--- src/rtl/inv_mix_column.sv ---
// InvMixColumns applied in place to the 4x4 statemt RAM, one column per 5 cycles over both ports.
// Latency 1+5*NB cycles from accepted ap_start to ap_done; no backpressure, the RAM is always ready.
module inv_mix_column #(
   parameter int NB = 4,
   parameter int AW = 5,
   parameter int DW = 32
) (
   input  logic          ap_clk,
   input  logic          ap_rst_n,
   input  logic          ap_start,
   output logic          ap_done,
   output logic          ap_idle,
   output logic          ap_ready,
   output logic [AW-1:0] statemt_address0,
   output logic          statemt_ce0,
   output logic          statemt_we0,
   output logic [DW-1:0] statemt_d0,
   input  logic [DW-1:0] statemt_q0,
   output logic [AW-1:0] statemt_address1,
   output logic          statemt_ce1,
   output logic          statemt_we1,
   output logic [DW-1:0] statemt_d1,
   input  logic [DW-1:0] statemt_q1
);

   typedef enum logic [5:0] {
      IDLE = 6'b000001,
      CHK  = 6'b000010,
      RD   = 6'b000100,
      CAP  = 6'b001000,
      WR0  = 6'b010000,
      WR1  = 6'b100000
   } state_t;

   state_t     state, state_nxt;
   logic [2:0] j;
   logic [7:0] a0, a1, a2, a3;
   logic [7:0] r0, r1, r2, r3;
   logic [1:0] row0, row1;
   logic       done, idle;
   logic [7:0] q0_b, q1_b;
   logic       unused_q;

   assign q0_b     = statemt_q0[7:0];
   assign q1_b     = statemt_q1[7:0];
   assign unused_q = ^{statemt_q0[DW-1:8], statemt_q1[DW-1:8]};

   function automatic logic [7:0] xt(input logic [7:0] x);
      return {x[6:0], 1'b0} ^ (x[7] ? 8'h1B : 8'h00);
   endfunction

   // Coefficients are constants, so each call folds to a few XORs of the xt chain.
   function automatic logic [7:0] gmul(input logic [7:0] x, input logic [3:0] c);
      logic [7:0] x2, x4, x8;
      x2 = xt(x);
      x4 = xt(x2);
      x8 = xt(x4);
      return (c[0] ? x : 8'h00) ^ (c[1] ? x2 : 8'h00) ^
             (c[2] ? x4 : 8'h00) ^ (c[3] ? x8 : 8'h00);
   endfunction

   always_ff @(posedge ap_clk or negedge ap_rst_n) begin
      if (!ap_rst_n) begin
         state <= IDLE;
         j     <= 3'd0;
         a0    <= 8'h00;
         a1    <= 8'h00;
         a2    <= 8'h00;
         a3    <= 8'h00;
         r0    <= 8'h00;
         r1    <= 8'h00;
         r2    <= 8'h00;
         r3    <= 8'h00;
      end else begin
         state <= state_nxt;
         case (state)
            IDLE: if (ap_start) j <= 3'd0;
            RD: begin
               a0 <= q0_b;
               a1 <= q1_b;
            end
            CAP: begin
               // a2/a3 arrive on the q ports this cycle, so use them live
               a2 <= q0_b;
               a3 <= q1_b;
               r0 <= gmul(a0, 4'hE) ^ gmul(a1, 4'hB) ^ gmul(q0_b, 4'hD) ^ gmul(q1_b, 4'h9);
               r1 <= gmul(a0, 4'h9) ^ gmul(a1, 4'hE) ^ gmul(q0_b, 4'hB) ^ gmul(q1_b, 4'hD);
               r2 <= gmul(a0, 4'hD) ^ gmul(a1, 4'h9) ^ gmul(q0_b, 4'hE) ^ gmul(q1_b, 4'hB);
               r3 <= gmul(a0, 4'hB) ^ gmul(a1, 4'hD) ^ gmul(q0_b, 4'h9) ^ gmul(q1_b, 4'hE);
            end
            WR1: j <= j + 3'd1;
            default: ;
         endcase
      end
   end

   always_comb begin
      state_nxt   = state;
      done        = 1'b0;
      idle        = 1'b0;
      statemt_ce0 = 1'b0;
      statemt_we0 = 1'b0;
      statemt_ce1 = 1'b0;
      statemt_we1 = 1'b0;
      statemt_d0  = '0;
      statemt_d1  = '0;
      row0        = 2'd0;
      row1        = 2'd1;
      case (state)
         IDLE: begin
            idle = ~ap_start;
            if (ap_start) state_nxt = CHK;
         end
         CHK: begin
            if (j == 3'(NB)) begin
               done      = 1'b1;
               state_nxt = IDLE;
            end else begin
               statemt_ce0 = 1'b1;
               statemt_ce1 = 1'b1;
               state_nxt   = RD;
            end
         end
         RD: begin
            statemt_ce0 = 1'b1;
            statemt_ce1 = 1'b1;
            row0        = 2'd2;
            row1        = 2'd3;
            state_nxt   = CAP;
         end
         CAP: state_nxt = WR0;
         WR0: begin
            statemt_ce0 = 1'b1;
            statemt_we0 = 1'b1;
            statemt_ce1 = 1'b1;
            statemt_we1 = 1'b1;
            statemt_d0  = DW'(r0);
            statemt_d1  = DW'(r1);
            state_nxt   = WR1;
         end
         WR1: begin
            statemt_ce0 = 1'b1;
            statemt_we0 = 1'b1;
            statemt_ce1 = 1'b1;
            statemt_we1 = 1'b1;
            statemt_d0  = DW'(r2);
            statemt_d1  = DW'(r3);
            row0        = 2'd2;
            row1        = 2'd3;
            state_nxt   = CHK;
         end
         default: state_nxt = IDLE;
      endcase
   end

   assign statemt_address0 = AW'({j, row0});
   assign statemt_address1 = AW'({j, row1});
   assign ap_done          = done;
   assign ap_ready         = done;
   // ap_start is not sampled in reset, so idle must read 0 there too
   assign ap_idle          = idle & ap_rst_n;

endmodule

--- config.mk ---
export PLATFORM = sky130hd
export DESIGN_NAME = inv_mix_column
export DESIGN_NICKNAME = d
export VERILOG_FILES = /design/src/rtl/inv_mix_column.sv
export SDC_FILE = /design/constraint.sdc
export NUM_CORES = 1
export LEC_CHECK = 0
export ABC_AREA = 1
export CORE_ASPECT_RATIO = 1.25
export CORE_UTILIZATION = 30
export CTS_CLUSTER_DIAMETER = 150
export DETAILED_ROUTE_END_ITERATION = 7
export DONT_BUFFER_PORTS = 1
export GPL_TIMING_DRIVEN = 0
export PLACE_DENSITY = 0.51
export SKIP_LAST_GASP = 1
export SLEW_MARGIN = 20
export SYNTH_ARGS = -nofsm -noshare
export SYNTH_HDL_FRONTEND = slang
export SYNTH_SLANG_ARGS = --single-unit
--- constraint.sdc ---
create_clock -name ap_clk -period 5.1 [get_ports ap_clk]
set_input_delay 0.765 -clock ap_clk [delete_from_list [all_inputs] [get_ports ap_clk]]
set_output_delay 0.765 -clock ap_clk [all_outputs]
set_load 0.02 [all_outputs]
# Word-level counts from Yosys, hierarchy flattened
# Index checks and enable logic that the tools add are counted.
op_classes:
  add_sub_neg: 1
  multipliers: 0
  n_div: 0
  n_lt_le_gt_ge: 0
  n_eq_ne: 8
  shifts: 0
  muxes: 27
  n_bitwise: 54
  reduce_logical: 5
ops:
  columns: ["operator", "count"]
  rows:
  - ["8-bit XOR", 43]
  - ["8-bit by 5-bit XOR with 8-bit output", 9]
  - ["5-bit 2-to-1 mux", 12]
  - ["6-bit case mux with 6 select lines", 1]
  - ["8-bit case mux with 2 select lines", 2]
  - ["6-bit by 1-bit == test with 1-bit output (second input constant)", 1]
  - ["6-bit by 2-bit == test with 1-bit output (second input constant)", 1]
  - ["6-bit by 3-bit == test with 1-bit output (second input constant)", 1]
  - ["6-bit by 4-bit == test with 1-bit output (second input constant)", 1]
  - ["6-bit by 5-bit == test with 1-bit output (second input constant)", 1]
  - ["6-bit == test (second input constant)", 1]
  - ["3-bit 2-to-1 mux", 2]
  - ["6-bit 2-to-1 mux", 1]
  - ["3-bit case mux with 2 select lines", 1]
  - ["1-bit 2-to-1 mux", 5]
  - ["2-bit 2-to-1 mux", 2]
  - ["2-bit OR reduction", 2]
  - ["3-bit by 1-bit adder with 3-bit output (second input constant)", 1]
  - ["3-bit == test (second input constant)", 1]
  - ["3-bit OR reduction", 1]
  - ["2-bit inequality test (second input constant)", 1]
  - ["1-bit case mux with 2 select lines", 1]
  - ["2-bit AND reduction", 1]
  - ["2-bit nonzero test", 1]
  - ["2 further kinds", 2]
totals:
  regBits: 57
  latchBits: 0
  mem_bits_rw: 0
  romBits: 0
  out_inout_bits: 81
  memories: 0

# Logic depth before layout (Yosys ltp)
logic_depth:
  ltp_word: 10
  mapped_depth: 16
  ltp_nobuf: 15

# Worst setup path before layout
# No wires, ideal clock.
synth_timing:
  path_type: "reg-to-output"
  startpoint: "reg state[0]"
  endpoint: "out statemt_ce1"
  arrival_time_ns: 1.760
  setup_slack_ns: 2.575
  stages_incl_launch_ff: 10
  n_path_buf: 1
  cell_sequence: "dfstp_2 -> nor2_1 -> inv_1 -> nor2_1 -> inv_1 -> nor3_2 -> inv_1 -> nand2_1 -> or3_1 -> buf_4"
synth_between:
  elab_chain_cells: 3
  word_cells_on_any_way: 6
  cone_classes: "eq/ne: 4; mux: 1; reduce/logical: 1"
synth_rtl:
  columns: ["item", "line_no", "text"]
  rows:
  - ["from (decl)", "35", "state_t state, state_nxt;"]
  - ["from (signal assigned)", "75", "state <= state_nxt;"]
  - ["6-bit == test, or another cell as far along", null, null]
  - ["3-bit OR reduction (no source line)", null, null]
  - ["1-bit case mux with 2 select lines (*)", null, null]
  - ["to (decl)", "20", "output logic statemt_ce1,"]
# Mark *: on every way between the ends. The rest lies on a longest branch, timed or not.

# Worst setup path after layout
layout_timing:
  startpoint: "reg state[1]"
  endpoint: "out statemt_ce1"
# Same word-level chain as after synthesis.

==> results.md <==
| Stage | Item | Value |
|---|---|---|
| global route | Largest net degree at the start of global routing | 59 |
| clock network | # H-tree levels | 3 |
| floorplan | Number of placement rows | 60 |
| job | Max-cap violations | 0 |
| floorplan | Starting utilization of the core area | 0.304 |
| placement | Count of input and output buffers | 0 |
| layout | Area growth syn-to-layout | 12.5% |
| synthesis | Synthesized area per cell | 6.75 um2 |
| timing | Final hold viol count | 0 |
| global route | Leftover overflow at the end of global routing | 0 |
| timing | Layout Skew | 15.6 ps |
| timing | Worst-margin pin slew | 804 ps |
| layout | Fraction of final layout cells with drive strength greater than 1 | 0.170 |
| route | Average wire per standard cell | 15.4 um |
| worst setup path | Worst Path Required | 4340 ps |
| clock network | Clk Latency, worst-skew pair | 360 ps |
| worst setup path | Worst Setup SP | state[1] |
| global route | Initial antenna violation count | 0 |
| synthesis | Largest area contributor in the synthesized netlist | dfrtp_1 |
| worst setup path | Critical path launch point type | register |
| synthesis | Flip-flop cell with the highest count after synthesis | dfrtp_1 |
| worst setup path | Critical path type | register to primary output |
| timing | Sum of negative setup slack | 0 ps |
| route | Vias per cell | 4.36 |
| synthesis | Largest family of logic cells by synthesized area | simple AND/OR/NAND/NOR gates |
| power | Peak supply drop | 0.269 mV |
| timing | Rel. slew slack | 0.458 |
| route | Initial drt markers | 378 |
| clock network | Clock tree from TritonCTS | yes |
| route | Count of TritonRoute iterations in the first routing pass | 5 |
| route | Via count of the routed design | 5718 |
| synthesis | Number of enable-type register cells in the synthesized netlist | 0 |
| route | Total wire length | 20.2 mm |
| timing | Maximum operating frequency | 0.294 GHz |
| placement | Cell count after placement | 1295 |
| clock network | Post_cts resized | 0 |
| layout | Diodes inserted | 0 |
| placement | Placed wire-length estimate after detailed placement | 16.5 mm |
| synthesis | Syn. warnings | 0 |
| floorplan | Die X-Extent | 134 um |
| synthesis | Post-Synth Adder-Cell Area | 0.00383 |
| synthesis | Count of different cell masters after synthesis | 37 |
| placement | Final estimated routing congestion in global placement | 0.918 |
| clock network | Clock-pin slew of the registers on the worst-case setup and hold paths | 70 ps |
| route | Residual DRC count | 0 |
| synthesis | Number of flip-flops and latches in the synthesized netlist | 57 |
| worst setup path | Launching point of the worst reg2reg path | state[1] |
| floorplan | Floorplan die area | 22400 um2 |
| global route | Number of global-route vias before repair | 5331 |
| clock network | Bufs on Longest Clock Path | 2 |
| synthesis | Sequential element share of the synthesized area | 0.219 |
| floorplan | Number of ports placed on the die boundary | 148 |
| clock network | Hold buffer count at CTS | 0 |
| clock network | Buffer type at the clock tree root | clkbuf_16 |
| timing | Part of the cycle the worst path needs | 0.667 |
| layout | Final layout net count | 1096 |
| timing | Setup violators final | 0 |
| synthesis | Xor and xnor area share after synthesis | 0.240 |
| timing | Unrepaired setup endpoints after global routing | false |
| worst setup path | CP Capture Type | primary output |
| clock network | TritonCTS buffer count | 9 |
| power | Pwr per Cell Area | 729 nW/um2 |
| synthesis | Share of synthesized registers carrying an async set or reset | 1.00 |
| route | Number of nets still failing antenna checks after routing | 0 |
| outcome | Result of the run | complete, no violations |
| timing | Max-slew violation total from the final report | 0 |
| synthesis | Most area-consuming cells after synthesis | dfrtp_1 21%, nand2_1 20%, xor2_1 13%, buf_4 7.5%, xnor2_1 5.6% |
| global route | Total GRT Usage | 0.189 |
| synthesis | Synthesized-area fraction occupied by ao, oa, aoi and oai cells | 0.0466 |
| global route | Wire length of the first global-routing pass | 31.1 mm |
| floorplan | Area of the core region | 21500 um2 |
| worst setup path | Crit path DAT | 2630 ps |
| timing | Final critical-path required period | 3400 ps |
| clock network | Sinks on the clock net | 57 |
| clock network | Number of setup buffers added after CTS | 0 |
| worst setup path | Maximum fanout count along the critical path | 6 |
| power | Leakage power figure | 4.04 nW |
| floorplan | Chip Height | 167 um |
| synthesis | Simple logic cell fraction of the synthesized area | 0.326 |
| hold path | Hold Crit Class | primary input to asynchronous set/reset pin |
| synthesis | Summed instance area of the synthesized netlist | 6530 um2 |
| synthesis | Fraction of post-synthesis cell area in the top cell type by area | 0.215 |
| synthesis | Number of cells produced by synthesis | 968 |
| synthesis | Share of cell area taken by muxes after synthesis | 0 |
| layout | Post-Layout Cell Count | 1311 |
cells by family (layout without fill, tap and decap cells):
kind of cell | count (synthesis) | in the layout
other | 2 | 50
AND/OR/NAND/NOR | 491 | 491
XOR/XNOR | 156 | 156
AO/OA/AOI/OAI | 58 | 58
buffers and inverters | 202 | 218
flip-flops | 57 | 57
adder cells (fa/ha/maj) | 2 | 2
path summary, 6_finish.rpt:
kind	to	slack [ps]	depth (start not counted)
min in group ap_clk	r3[5]	470	2
worst max register to register	state[0]	3060	8
max in group asynchronous	state[0]	4800	0
worst min register to register	r3[5]	470	2
worst min-delay path	a0[2]	100	0
worst max-delay path	statemt_ce1	1700	9
synth_stat cells, types with 2 or more instances:
library cell / instances
xnor2_4: 3
inv_2: 19
nand2_1: 348
nand2_2: 21
buf_4: 65
buf_2: 7
o22ai_1: 6
xor2_4: 2
or2_1: 5
conb_1: 2
inv_4: 8
nand4_1: 5
xnor2_2: 8
nand3_1: 65
nand3b_1: 9
inv_1: 86
xnor2_1: 42
ha_1: 2
xor2_2: 6
nand2_4: 11
clkbuf_1: 9
o21ai_1: 16
buf_6: 5
o21ai_0: 33
nor2_1: 23
dfrtp_1: 56
clkinv_1: 2
xor2_1: 95
registers in the layout, summed over array words and instances (netlist names):
name and cells:
j 3, r1 8, r3 8, a0 8
r0 8, r2 8, a1 8, state 6
routing by layer:
metal	vias up	track usage	wire, um
met2	142	0.334	10200
met4	0	0.0954	793
met1	2580	0.219	8440
met5	-	0	0
li1	2962	-	-
met3	34	0.0253	850
worst max-delay path: stages, from the launching register on:
cell and delay [ps]:
dfrtp_1 400, nor2_1 180, inv_1 60, nor2_1 140
inv_1 70, nor3_2 410, inv_1 220, nand2_1 310
or3_1 310, buf_4 190
area by class of cell:
cell class | instances | area (um2)
fill | 2355 | 14100
clock inverter | 7 | 61.3
inverter | 116 | 457
multi-input combinational | 757 | 4210
clock buffer | 9 | 225
tap | 279 | 349
buffer | 86 | 613
sequential | 57 | 1430
power breakdown:
| group | leakage [nW] | switching [mW] | internal, mW |
|---|---|---|---|
| logic | 3.27 | 2.53 | 1.47 |
| registers | 0.634 | 0.107 | 0.625 |
| clock network | 0.135 | 0.283 | 0.338 |
placed cells by master (no fill, tap or decap), types with 21 or more instances in the layout:
master   instances
nand2_1        348
xor2_1          95
inv_1           86
nand3_1         65
buf_4           65
dfrtp_1         56
conb_1          50
xnor2_1         42
o21ai_0         33
nor2_1          23
nand2_2         21
through the flow:
| stage | power, mW | hold WS, ps | area (um2) | setup slack (ps) | utilization |
|---|---|---|---|---|---|
| floorplan | 3.89 | 449 | 6710 | 2570 | - |
| global placement | 4.70 | 463 | 7060 | 2040 | 0.329 |
| detailed placement | 4.74 | 466 | 7060 | 2020 | 0.329 |
| CTS | 5.38 | 91.3 | 7350 | 1640 | 0.342 |
| global route | 5.89 | 95.6 | 7350 | 1530 | 0.342 |
| finish | 5.35 | 101 | 7350 | 1700 | 0.342 |
Power figures use the tool's default switching activity.
